==> src/rtl/noc_pkt_pkg.sv <==
// Flit field layout, payload sizing and per-VC state encoding for the VC packet format.
// No logic of its own; helpers are constant functions evaluated at elaboration.
// No flow control of its own.
package noc_pkt_pkg;

    typedef enum logic [1:0] {
        IDLE = 2'd0,
        ASM  = 2'd1,
        DONE = 2'd2
    } vc_state_e;

    // Bit positions counted from the flit MSB: valid, head, tail, then the VC id.
    function automatic int valid_bit(input int fw);
        return fw - 1;
    endfunction

    function automatic int head_bit(input int fw);
        return fw - 2;
    endfunction

    function automatic int tail_bit(input int fw);
        return fw - 3;
    endfunction

    function automatic int vc_msb(input int fw);
        return fw - 4;
    endfunction

    // Payload carried by the head flit (dest field eats into it).
    function automatic int p1_w(input int fw, input int aw, input int vw);
        return fw - 3 - aw - vw;
    endfunction

    // Payload carried by every body/tail flit.
    function automatic int pk_w(input int fw, input int vw);
        return fw - 3 - vw;
    endfunction

    // Flits needed to carry one data word (1..4 for legal parameter sets).
    function automatic int num_flits(input int fw, input int aw, input int vw, input int dw);
        int p1;
        int pk;
        p1 = p1_w(fw, aw, vw);
        pk = pk_w(fw, vw);
        if (dw <= p1) begin
            return 1;
        end
        return 1 + (dw - p1 + pk - 1) / pk;
    endfunction

endpackage

==> src/rtl/depacketizer_vc_if.sv <==
// Flit-in / word-out bundle of the depacketizer.
// Pure wiring, no latency.
// Flit side: per-VC accept in i_ready_out; word side: valid/ready.
interface depacketizer_vc_if #(
    parameter int ADDRESS_WIDTH    = 4,
    parameter int VC_ADDRESS_WIDTH = 1,
    parameter int WIDTH_PKT        = 36,
    parameter int WIDTH_DATA       = 12
);
    localparam int FLIT_WIDTH = WIDTH_PKT / 4;
    localparam int NUM_VC     = 2 ** VC_ADDRESS_WIDTH;

    logic [FLIT_WIDTH-1:0]       i_flit_in;
    logic                        i_valid_in;
    logic [NUM_VC-1:0]           i_ready_out;
    logic [WIDTH_DATA-1:0]       o_data_out;
    logic [ADDRESS_WIDTH-1:0]    o_dest_out;
    logic [VC_ADDRESS_WIDTH-1:0] o_vc_out;
    logic                        o_valid_out;
    logic                        o_ready_in;
    logic                        o_err;

    // Depacketizer side.
    modport slave (
        input  i_flit_in, i_valid_in, o_ready_in,
        output i_ready_out, o_data_out, o_dest_out, o_vc_out, o_valid_out, o_err
    );

    // Router / fabric side.
    modport master (
        output i_flit_in, i_valid_in, o_ready_in,
        input  i_ready_out, o_data_out, o_dest_out, o_vc_out, o_valid_out, o_err
    );
endinterface

==> src/rtl/depkt_vc_assembler.sv <==
// One VC's reassembly buffer: collects head/body/tail payload chunks into a data word.
// Word valid the cycle after its tail is accepted; error flag pulses the cycle after a bad flit.
// Holds in DONE until drained; a flit arriving in the drain cycle is taken as if IDLE.
module depkt_vc_assembler
    import noc_pkt_pkg::*;
#(
    parameter int ADDRESS_WIDTH    = 4,
    parameter int VC_ADDRESS_WIDTH = 1,
    parameter int WIDTH_PKT        = 36,
    parameter int WIDTH_DATA       = 12
) (
    input  logic                     clk,
    input  logic                     rst,
    input  logic                     flit_vld,
    input  logic                     flit_head,
    input  logic                     flit_tail,
    input  logic [ADDRESS_WIDTH-1:0] flit_dest,
    input  logic [pk_w(WIDTH_PKT/4, VC_ADDRESS_WIDTH)-1:0] flit_pay,
    input  logic                     drain,
    output logic                     word_vld,
    output logic [WIDTH_DATA-1:0]    word_dat,
    output logic [ADDRESS_WIDTH-1:0] word_dest,
    output logic                     err
);
    localparam int FW    = WIDTH_PKT / 4;
    localparam int P1    = p1_w(FW, ADDRESS_WIDTH, VC_ADDRESS_WIDTH);
    localparam int PK    = pk_w(FW, VC_ADDRESS_WIDTH);
    localparam int NF    = num_flits(FW, ADDRESS_WIDTH, VC_ADDRESS_WIDTH, WIDTH_DATA);
    // Chunks are shifted in MSB-first, so after NF flits the word sits at the top.
    localparam int ACC_W = P1 + (NF - 1) * PK;
    localparam logic [2:0] NF_C = 3'(NF);

    vc_state_e                state_q, state_d, cur_st;
    logic [2:0]               cnt_q, cnt_d, cnt_inc;
    logic [ACC_W-1:0]         acc_q, acc_d;
    logic [ADDRESS_WIDTH-1:0] dest_q, dest_d;
    logic                     err_q, err_d;

    assign cnt_inc   = cnt_q + 3'd1;
    assign word_vld  = (state_q == DONE);
    assign word_dat  = acc_q[ACC_W-1 -: WIDTH_DATA];
    assign word_dest = dest_q;
    assign err       = err_q;

    // Next state: drain frees the buffer first, then the incoming flit is applied.
    always_comb begin
        state_d = state_q;
        cnt_d   = cnt_q;
        acc_d   = acc_q;
        dest_d  = dest_q;
        err_d   = 1'b0;
        cur_st  = state_q;
        if (state_q == DONE && drain) begin
            cur_st  = IDLE;
            state_d = IDLE;
            cnt_d   = 3'd0;
        end
        if (flit_vld) begin
            if (flit_head) begin
                // A head always starts over; a head over a partial packet is an error.
                err_d  = (cur_st == ASM);
                dest_d = flit_dest;
                acc_d  = ACC_W'(flit_pay[P1-1:0]);
                cnt_d  = 3'd1;
                if (!flit_tail) begin
                    state_d = ASM;
                end else if (NF == 1) begin
                    state_d = DONE;
                end else begin
                    err_d   = 1'b1;
                    state_d = IDLE;
                    cnt_d   = 3'd0;
                end
            end else begin
                case (cur_st)
                    IDLE: err_d = 1'b1;
                    ASM: begin
                        acc_d = (acc_q << PK) | ACC_W'(flit_pay);
                        cnt_d = cnt_inc;
                        if (flit_tail) begin
                            if (cnt_inc == NF_C) begin
                                state_d = DONE;
                            end else begin
                                err_d   = 1'b1;
                                state_d = IDLE;
                                cnt_d   = 3'd0;
                            end
                        end else if (cnt_inc == 3'd4) begin
                            err_d   = 1'b1;
                            state_d = IDLE;
                            cnt_d   = 3'd0;
                        end
                    end
                    default: ;
                endcase
            end
        end
    end

    // State, count, buffers and error flag.
    always_ff @(posedge clk or posedge rst) begin
        if (rst) begin
            state_q <= IDLE;
            cnt_q   <= 3'd0;
            acc_q   <= '0;
            dest_q  <= '0;
            err_q   <= 1'b0;
        end else begin
            state_q <= state_d;
            cnt_q   <= cnt_d;
            acc_q   <= acc_d;
            dest_q  <= dest_d;
            err_q   <= err_d;
        end
    end

endmodule

==> src/rtl/depacketizer_vc.sv <==
// Demuxes router flits to per-VC assemblers and drains finished words round-robin.
// Tail accepted at cycle t gives o_valid_out at t+1; o_err one cycle after the bad flit.
// A VC holding a finished word refuses flits unless that word drains this cycle; grant frozen while stalled.
module depacketizer_vc
    import noc_pkt_pkg::*;
#(
    parameter int ADDRESS_WIDTH    = 4,
    parameter int VC_ADDRESS_WIDTH = 1,
    parameter int WIDTH_PKT        = 36,
    parameter int WIDTH_DATA       = 12
) (
    input  logic               clk,
    input  logic               rst,
    depacketizer_vc_if.slave   bus
);
    localparam int FW     = WIDTH_PKT / 4;
    localparam int VW     = VC_ADDRESS_WIDTH;
    localparam int NUM_VC = 2 ** VW;
    localparam int PK     = pk_w(FW, VW);

    logic                     flit_ok;
    logic [VW-1:0]            flit_vc;
    logic [NUM_VC-1:0]        vc_take, vc_done, vc_drain, vc_err, vc_rdy, gnt_oh;
    logic [WIDTH_DATA-1:0]    vc_dat  [NUM_VC];
    logic [ADDRESS_WIDTH-1:0] vc_dest [NUM_VC];

    logic [VW-1:0] rr_q, rr_d, gnt_q, gnt_d, gnt_idx, scan_idx;
    logic          hold_q, hold_d, found, any_done, hs;

    // Flits with the in-band valid bit clear are ignored outright.
    assign flit_ok = bus.i_valid_in & bus.i_flit_in[valid_bit(FW)];
    assign flit_vc = bus.i_flit_in[vc_msb(FW) -: VW];

    for (genvar v = 0; v < NUM_VC; v++) begin : g_vc
        assign gnt_oh[v]   = (gnt_idx == VW'(v));
        assign vc_rdy[v]   = ~vc_done[v] | (gnt_oh[v] & bus.o_ready_in);
        assign vc_take[v]  = flit_ok & (flit_vc == VW'(v)) & vc_rdy[v];
        assign vc_drain[v] = vc_done[v] & gnt_oh[v] & bus.o_ready_in;

        depkt_vc_assembler #(
            .ADDRESS_WIDTH    (ADDRESS_WIDTH),
            .VC_ADDRESS_WIDTH (VC_ADDRESS_WIDTH),
            .WIDTH_PKT        (WIDTH_PKT),
            .WIDTH_DATA       (WIDTH_DATA)
        ) u_asm (
            .clk       (clk),
            .rst       (rst),
            .flit_vld  (vc_take[v]),
            .flit_head (bus.i_flit_in[head_bit(FW)]),
            .flit_tail (bus.i_flit_in[tail_bit(FW)]),
            .flit_dest (bus.i_flit_in[vc_msb(FW)-VW -: ADDRESS_WIDTH]),
            .flit_pay  (bus.i_flit_in[PK-1:0]),
            .drain     (vc_drain[v]),
            .word_vld  (vc_done[v]),
            .word_dat  (vc_dat[v]),
            .word_dest (vc_dest[v]),
            .err       (vc_err[v])
        );
    end

    // Round-robin pick starting at the pointer; a stalled grant is reused unchanged.
    always_comb begin
        found    = 1'b0;
        gnt_idx  = rr_q;
        scan_idx = rr_q;
        for (int i = 0; i < NUM_VC; i++) begin
            scan_idx = rr_q + VW'(i);
            if (!found && vc_done[scan_idx]) begin
                gnt_idx = scan_idx;
                found   = 1'b1;
            end
        end
        if (hold_q) begin
            gnt_idx = gnt_q;
        end
    end

    assign any_done        = |vc_done;
    assign hs              = any_done & bus.o_ready_in;
    assign bus.o_valid_out = any_done;
    assign bus.o_data_out  = vc_dat[gnt_idx];
    assign bus.o_dest_out  = vc_dest[gnt_idx];
    assign bus.o_vc_out    = gnt_idx;
    assign bus.i_ready_out = vc_rdy;
    assign bus.o_err       = |vc_err;

    // Pointer moves past the winner only on a handshake; remember a stalled grant.
    always_comb begin
        rr_d   = rr_q;
        gnt_d  = gnt_idx;
        hold_d = any_done & ~bus.o_ready_in;
        if (hs) begin
            rr_d = gnt_idx + VW'(1);
        end
    end

    // Arbiter state.
    always_ff @(posedge clk or posedge rst) begin
        if (rst) begin
            rr_q   <= '0;
            gnt_q  <= '0;
            hold_q <= 1'b0;
        end else begin
            rr_q   <= rr_d;
            gnt_q  <= gnt_d;
            hold_q <= hold_d;
        end
    end

endmodule

==> src/flat_wrapper.sv <==
// flat-port wrapper written by rule: the top's interface ports become plain ports
module depacketizer_vc_flat import noc_pkt_pkg::*;
#(
    parameter int ADDRESS_WIDTH    = 4,
    parameter int VC_ADDRESS_WIDTH = 1,
    parameter int WIDTH_PKT        = 36,
    parameter int WIDTH_DATA       = 12
)
  (clk, rst, bus_i_flit_in, bus_i_valid_in, bus_o_ready_in, bus_i_ready_out, bus_o_data_out, bus_o_dest_out, bus_o_vc_out, bus_o_valid_out, bus_o_err);
  depacketizer_vc_if #(.ADDRESS_WIDTH(ADDRESS_WIDTH), .VC_ADDRESS_WIDTH(VC_ADDRESS_WIDTH), .WIDTH_PKT(WIDTH_PKT), .WIDTH_DATA(WIDTH_DATA)) bus_i ();
  input  logic clk;
  input  logic rst;
  input wire logic [$bits(bus_i.i_flit_in)-1:0] bus_i_flit_in;
  input wire logic [$bits(bus_i.i_valid_in)-1:0] bus_i_valid_in;
  input wire logic [$bits(bus_i.o_ready_in)-1:0] bus_o_ready_in;
  output wire logic [$bits(bus_i.i_ready_out)-1:0] bus_i_ready_out;
  output wire logic [$bits(bus_i.o_data_out)-1:0] bus_o_data_out;
  output wire logic [$bits(bus_i.o_dest_out)-1:0] bus_o_dest_out;
  output wire logic [$bits(bus_i.o_vc_out)-1:0] bus_o_vc_out;
  output wire logic [$bits(bus_i.o_valid_out)-1:0] bus_o_valid_out;
  output wire logic [$bits(bus_i.o_err)-1:0] bus_o_err;
  assign bus_i.i_flit_in = bus_i_flit_in;
  assign bus_i.i_valid_in = bus_i_valid_in;
  assign bus_i.o_ready_in = bus_o_ready_in;
  assign bus_i_ready_out = bus_i.i_ready_out;
  assign bus_o_data_out = bus_i.o_data_out;
  assign bus_o_dest_out = bus_i.o_dest_out;
  assign bus_o_vc_out = bus_i.o_vc_out;
  assign bus_o_valid_out = bus_i.o_valid_out;
  assign bus_o_err = bus_i.o_err;
  depacketizer_vc #(.ADDRESS_WIDTH(ADDRESS_WIDTH), .VC_ADDRESS_WIDTH(VC_ADDRESS_WIDTH), .WIDTH_PKT(WIDTH_PKT), .WIDTH_DATA(WIDTH_DATA)) u_core (.clk(clk), .rst(rst), .bus(bus_i));
endmodule
==> config.mk <==
export PLATFORM = sky130hd
export DESIGN_NAME = depacketizer_vc_flat
export DESIGN_NICKNAME = d
export VERILOG_FILES = /design/src/rtl/noc_pkt_pkg.sv /design/src/rtl/depacketizer_vc_if.sv /design/src/rtl/depkt_vc_assembler.sv /design/src/rtl/depacketizer_vc.sv /design/src/flat_wrapper.sv
export SDC_FILE = /design/constraint.sdc
export NUM_CORES = 1
export LEC_CHECK = 0
export CAP_MARGIN = 10
export CORE_ASPECT_RATIO = 1.1
export CORE_MARGIN = 3
export CORE_UTILIZATION = 35
export CTS_BUF_LIST = sky130_fd_sc_hd__clkbuf_16
export CTS_CLUSTER_SIZE = 14
export DETAILED_ROUTE_END_ITERATION = 12
export DONT_BUFFER_PORTS = 1
export GPL_ROUTABILITY_DRIVEN = 1
export PLACE_DENSITY = 0.52
export SYNTH_ARGS = -nofsm -noshare
export SYNTH_HDL_FRONTEND = slang
export SYNTH_SLANG_ARGS = --single-unit
==> constraint.sdc <==
create_clock -name clk -period 2.3 [get_ports clk]
set_input_delay 0.46 -clock clk [delete_from_list [all_inputs] [get_ports clk]]
set_output_delay 0.46 -clock clk [all_outputs]
set_load 0.005 [all_outputs]
==> impl_results.md <==
- N_diodes: 0
- Slew @ Worst Pin: 534 ps
- Failing checks: negative setup slack
- CP startpoint kind: flip-flop
- Worst VDD drop: 0.400 mV
- Die width: 94.9 µm
- FP Rows: 35
- Total nets after synthesis: 322
- Synth area leader: dfrtp_1
- Gr usage total: 16.7%
- Synth async-reset ratio: 100%
- First-pass GRT wire length: 12900 µm
- Io pins: 34
- Yosys cell types: 48
- Share of Yosys cell area claimed by the top area cell type: 45.2%
- Post-route setup TNS: -80.9 ps
- Residual DRC: 0
- I/O Buffers: 0
- Layout cell share with drive strength beyond 1: 22.8%
- Die H: 104 µm
- Synth warn: 0
- WL final: 7980 µm
- Finished Core Util: 42.1%
- Register-to-Register Path Depth: 6
- P&R area growth vs syn: 16.2%
- Initial antenna violation count: 0
- Final hold vios: 0
- Fmax: 432 MHz
- NumNets Final: 332
- Gp weighted congestion: 0.838
- CP max FO: 8
- Number of synthesized flops with an enable pin: 0
- Largest cells by area after synthesis: dfrtp_1, mux2_2, o21ai_0
- Worst rel slew slack: 64.2%
- DR WL/cell: 18.9 µm
- Core area: 8410 µm²
- Root Buffer: clkbuf_16
- # hold bufs at CTS: 0
- Post-synthesis sequential area ratio: 45.2%
- TritonCTS clock tree: built
- Ys flop type: dfrtp_1
- Crit path kind: reg -> out
- Filler instances: 829
- Number of detailed-route iterations in the first pass: 4
- Total CTS buffers: 5
- Via-per-instance ratio: 5.63
- DRT antenna net count: 0
- GR Overflow Total: 0
- Via Count: 2383
- Placed inst area: 3230 µm²
- Clock Sinks: 55
- Hold Crit Class: in -> async
- Most numerous cell in the Yosys netlist: dfrtp_1
- Die ar.: 9860 µm²
- RSZ-0062 raised after global routing: true
- Commonest cells in the netlist: dfrtp_1, o21ai_0, mux2_2, nand2_1, nor2b_1
- Placed Cells: 407
- Syn Area/Cell: 10.1 µm²
- Number of global-route vias before repair: 2296
- Pwr per Cell Area: 844 nW/µm²
- Area of the multi-input gates: 1620 µm²
- Pleak: 1.52 nW
- Final std cells w/o fill: 423
- Drt initial violations: 137
- WP data arrival: 1850 ps
- Post-route cell area: 3540 µm²
- CTS Buffer Depth: 2
- Sequential cell area: 1380 µm²
- Critical Path End Type: primary output
- Cells after Synth: 301
- Clock Latency Late Sink: 290 ps
- Clock-pin transition on the worst setup and hold timing paths: 80 ps
- Largest net degree at the start of global routing: 35
- Post-Syn Area: 3050 µm²
- DP HPWL: 5430 µm
- Max_cap viols: 0
- Skew final: 6.28 ps
- Initial core utilization: 36.2%
- Post-place setup slack: 259 ps
- Crit path time final: 2310 ps
- Slew Viols, Final: 0
- Outcome: complete, but fails checks
- Crit share post-route: 101%
- H-tree depth: 2
- Final number of setup-violating endpoints: 10
- Worst path required time: 1840 ps
- Fin worst setup slack: -14.6 ps
- Yosys reg bits: 55
final timing paths:
check | start | to | slack, ps
worst min register to register | u_core.g_vc[0].u_asm.word_dest[0] | u_core.g_vc[0].u_asm.word_dest[0] | 510
max in group asynchronous | rst | u_core.g_vc[0].u_asm.state_q[0] | 1640
worst max-delay path | u_core.g_vc[0].u_asm.state_q[1] | bus_o_data_out[0] | -10
min in group clk | bus_o_ready_in | u_core.hold_q | 220
worst min-delay path | rst | u_core.g_vc[1].u_asm.acc_q[10] | 70
worst max register to register | u_core.g_vc[1].u_asm.state_q[0] | u_core.g_vc[0].u_asm.word_dest[3] | 210
placed cells by master, fill, tap and decap left out, types with 3 or more instances in the layout:
master / n
nand2b_1: 4
a31oi_1: 9
o21ai_0: 34
buf_6: 3
a22o_1: 5
nor3b_1: 3
nor2b_1: 18
nor2_1: 11
nand3_1: 5
dfrtp_1: 53
mux2_2: 9
ha_1: 8
a21oi_1: 7
mux2_4: 18
inv_1: 11
nor3_1: 4
nand2_1: 22
o2bb2ai_1: 10
buf_4: 18
a221o_1: 6
clkbuf_16: 5
layer usage:
layer  vias up  wire, µm  track usage [%]
met4         0        86             3.61
met2        61      3700             24.8
met5         -         0                0
met1      1201      3700             24.5
met3         7       496             4.14
li1       1114         -                -
worst max-delay path: stages, from the launching register on:
cell and delay [ps]:
dfrtp_2 430, nor2b_1 150, a21o_1 230, o21ai_4 190
buf_6 130, buf_12 130, mux2_4 320
sequential cells by signal (all words and copies together) (netlist names):
| register | count |
|---|---|
| u_core.g_vc.u_asm.acc_q | 32 |
| u_core.g_vc.u_asm.word_dest | 8 |
| u_core.g_vc.u_asm.cnt_q | 6 |
| u_core.g_vc.u_asm.state_q | 4 |
| u_core.g_vc.u_asm.err | 2 |
| u_core.gnt_q | 1 |
| u_core.hold_q | 1 |
| u_core.rr_q | 1 |
timing repair:
action | 4_1_cts | 5_1_grt
resized for setup | 13 | 14
setup buffers | 5 | 3
cloned | 1 | 0
pin swaps | 1 | 2
setup endpoints to repair | 16 | 17
cell type report:
class | count | area share [%]
Multi-Input combinational cell | 214 | 45.8
Sequential cell | 55 | 39.0
Timing Repair Buffer | 23 | 5.90
Tap cell | 111 | 3.92
Clock buffer | 5 | 3.53
Inverter | 12 | 1.27
Clock inverter | 3 | 0.566
cell families after synthesis:
group                      Yosys count  synth area share, %
AOI/OAI and AO/OA                   96                 21.4
and+or+nand+nor                     80                 14.1
DFF                                 55                 45.2
buffers and inverters               32                 4.64
muxes                               28                 10.8
adders and majority gates            8                 3.29
xor gates and xnor gates             2                0.575
stage by stage:
step	total power (W)	hold slack, ps
after global routing	0.00317	108
after floorplan	0.00191	465
after global placement	0.00211	409
after CTS	0.00297	94.5
final	0.00299	72.8
after detailed placement	0.00213	412
where the power goes:
part | internal [W] | switching, W
registers | 0.00117 | 0.000179
logic | 0.000493 | 0.000385
clock network | 0.000403 | 0.000363
total | 0.00206 | 0.000926
No activity file was read; power rests on OpenSTA's default activity.
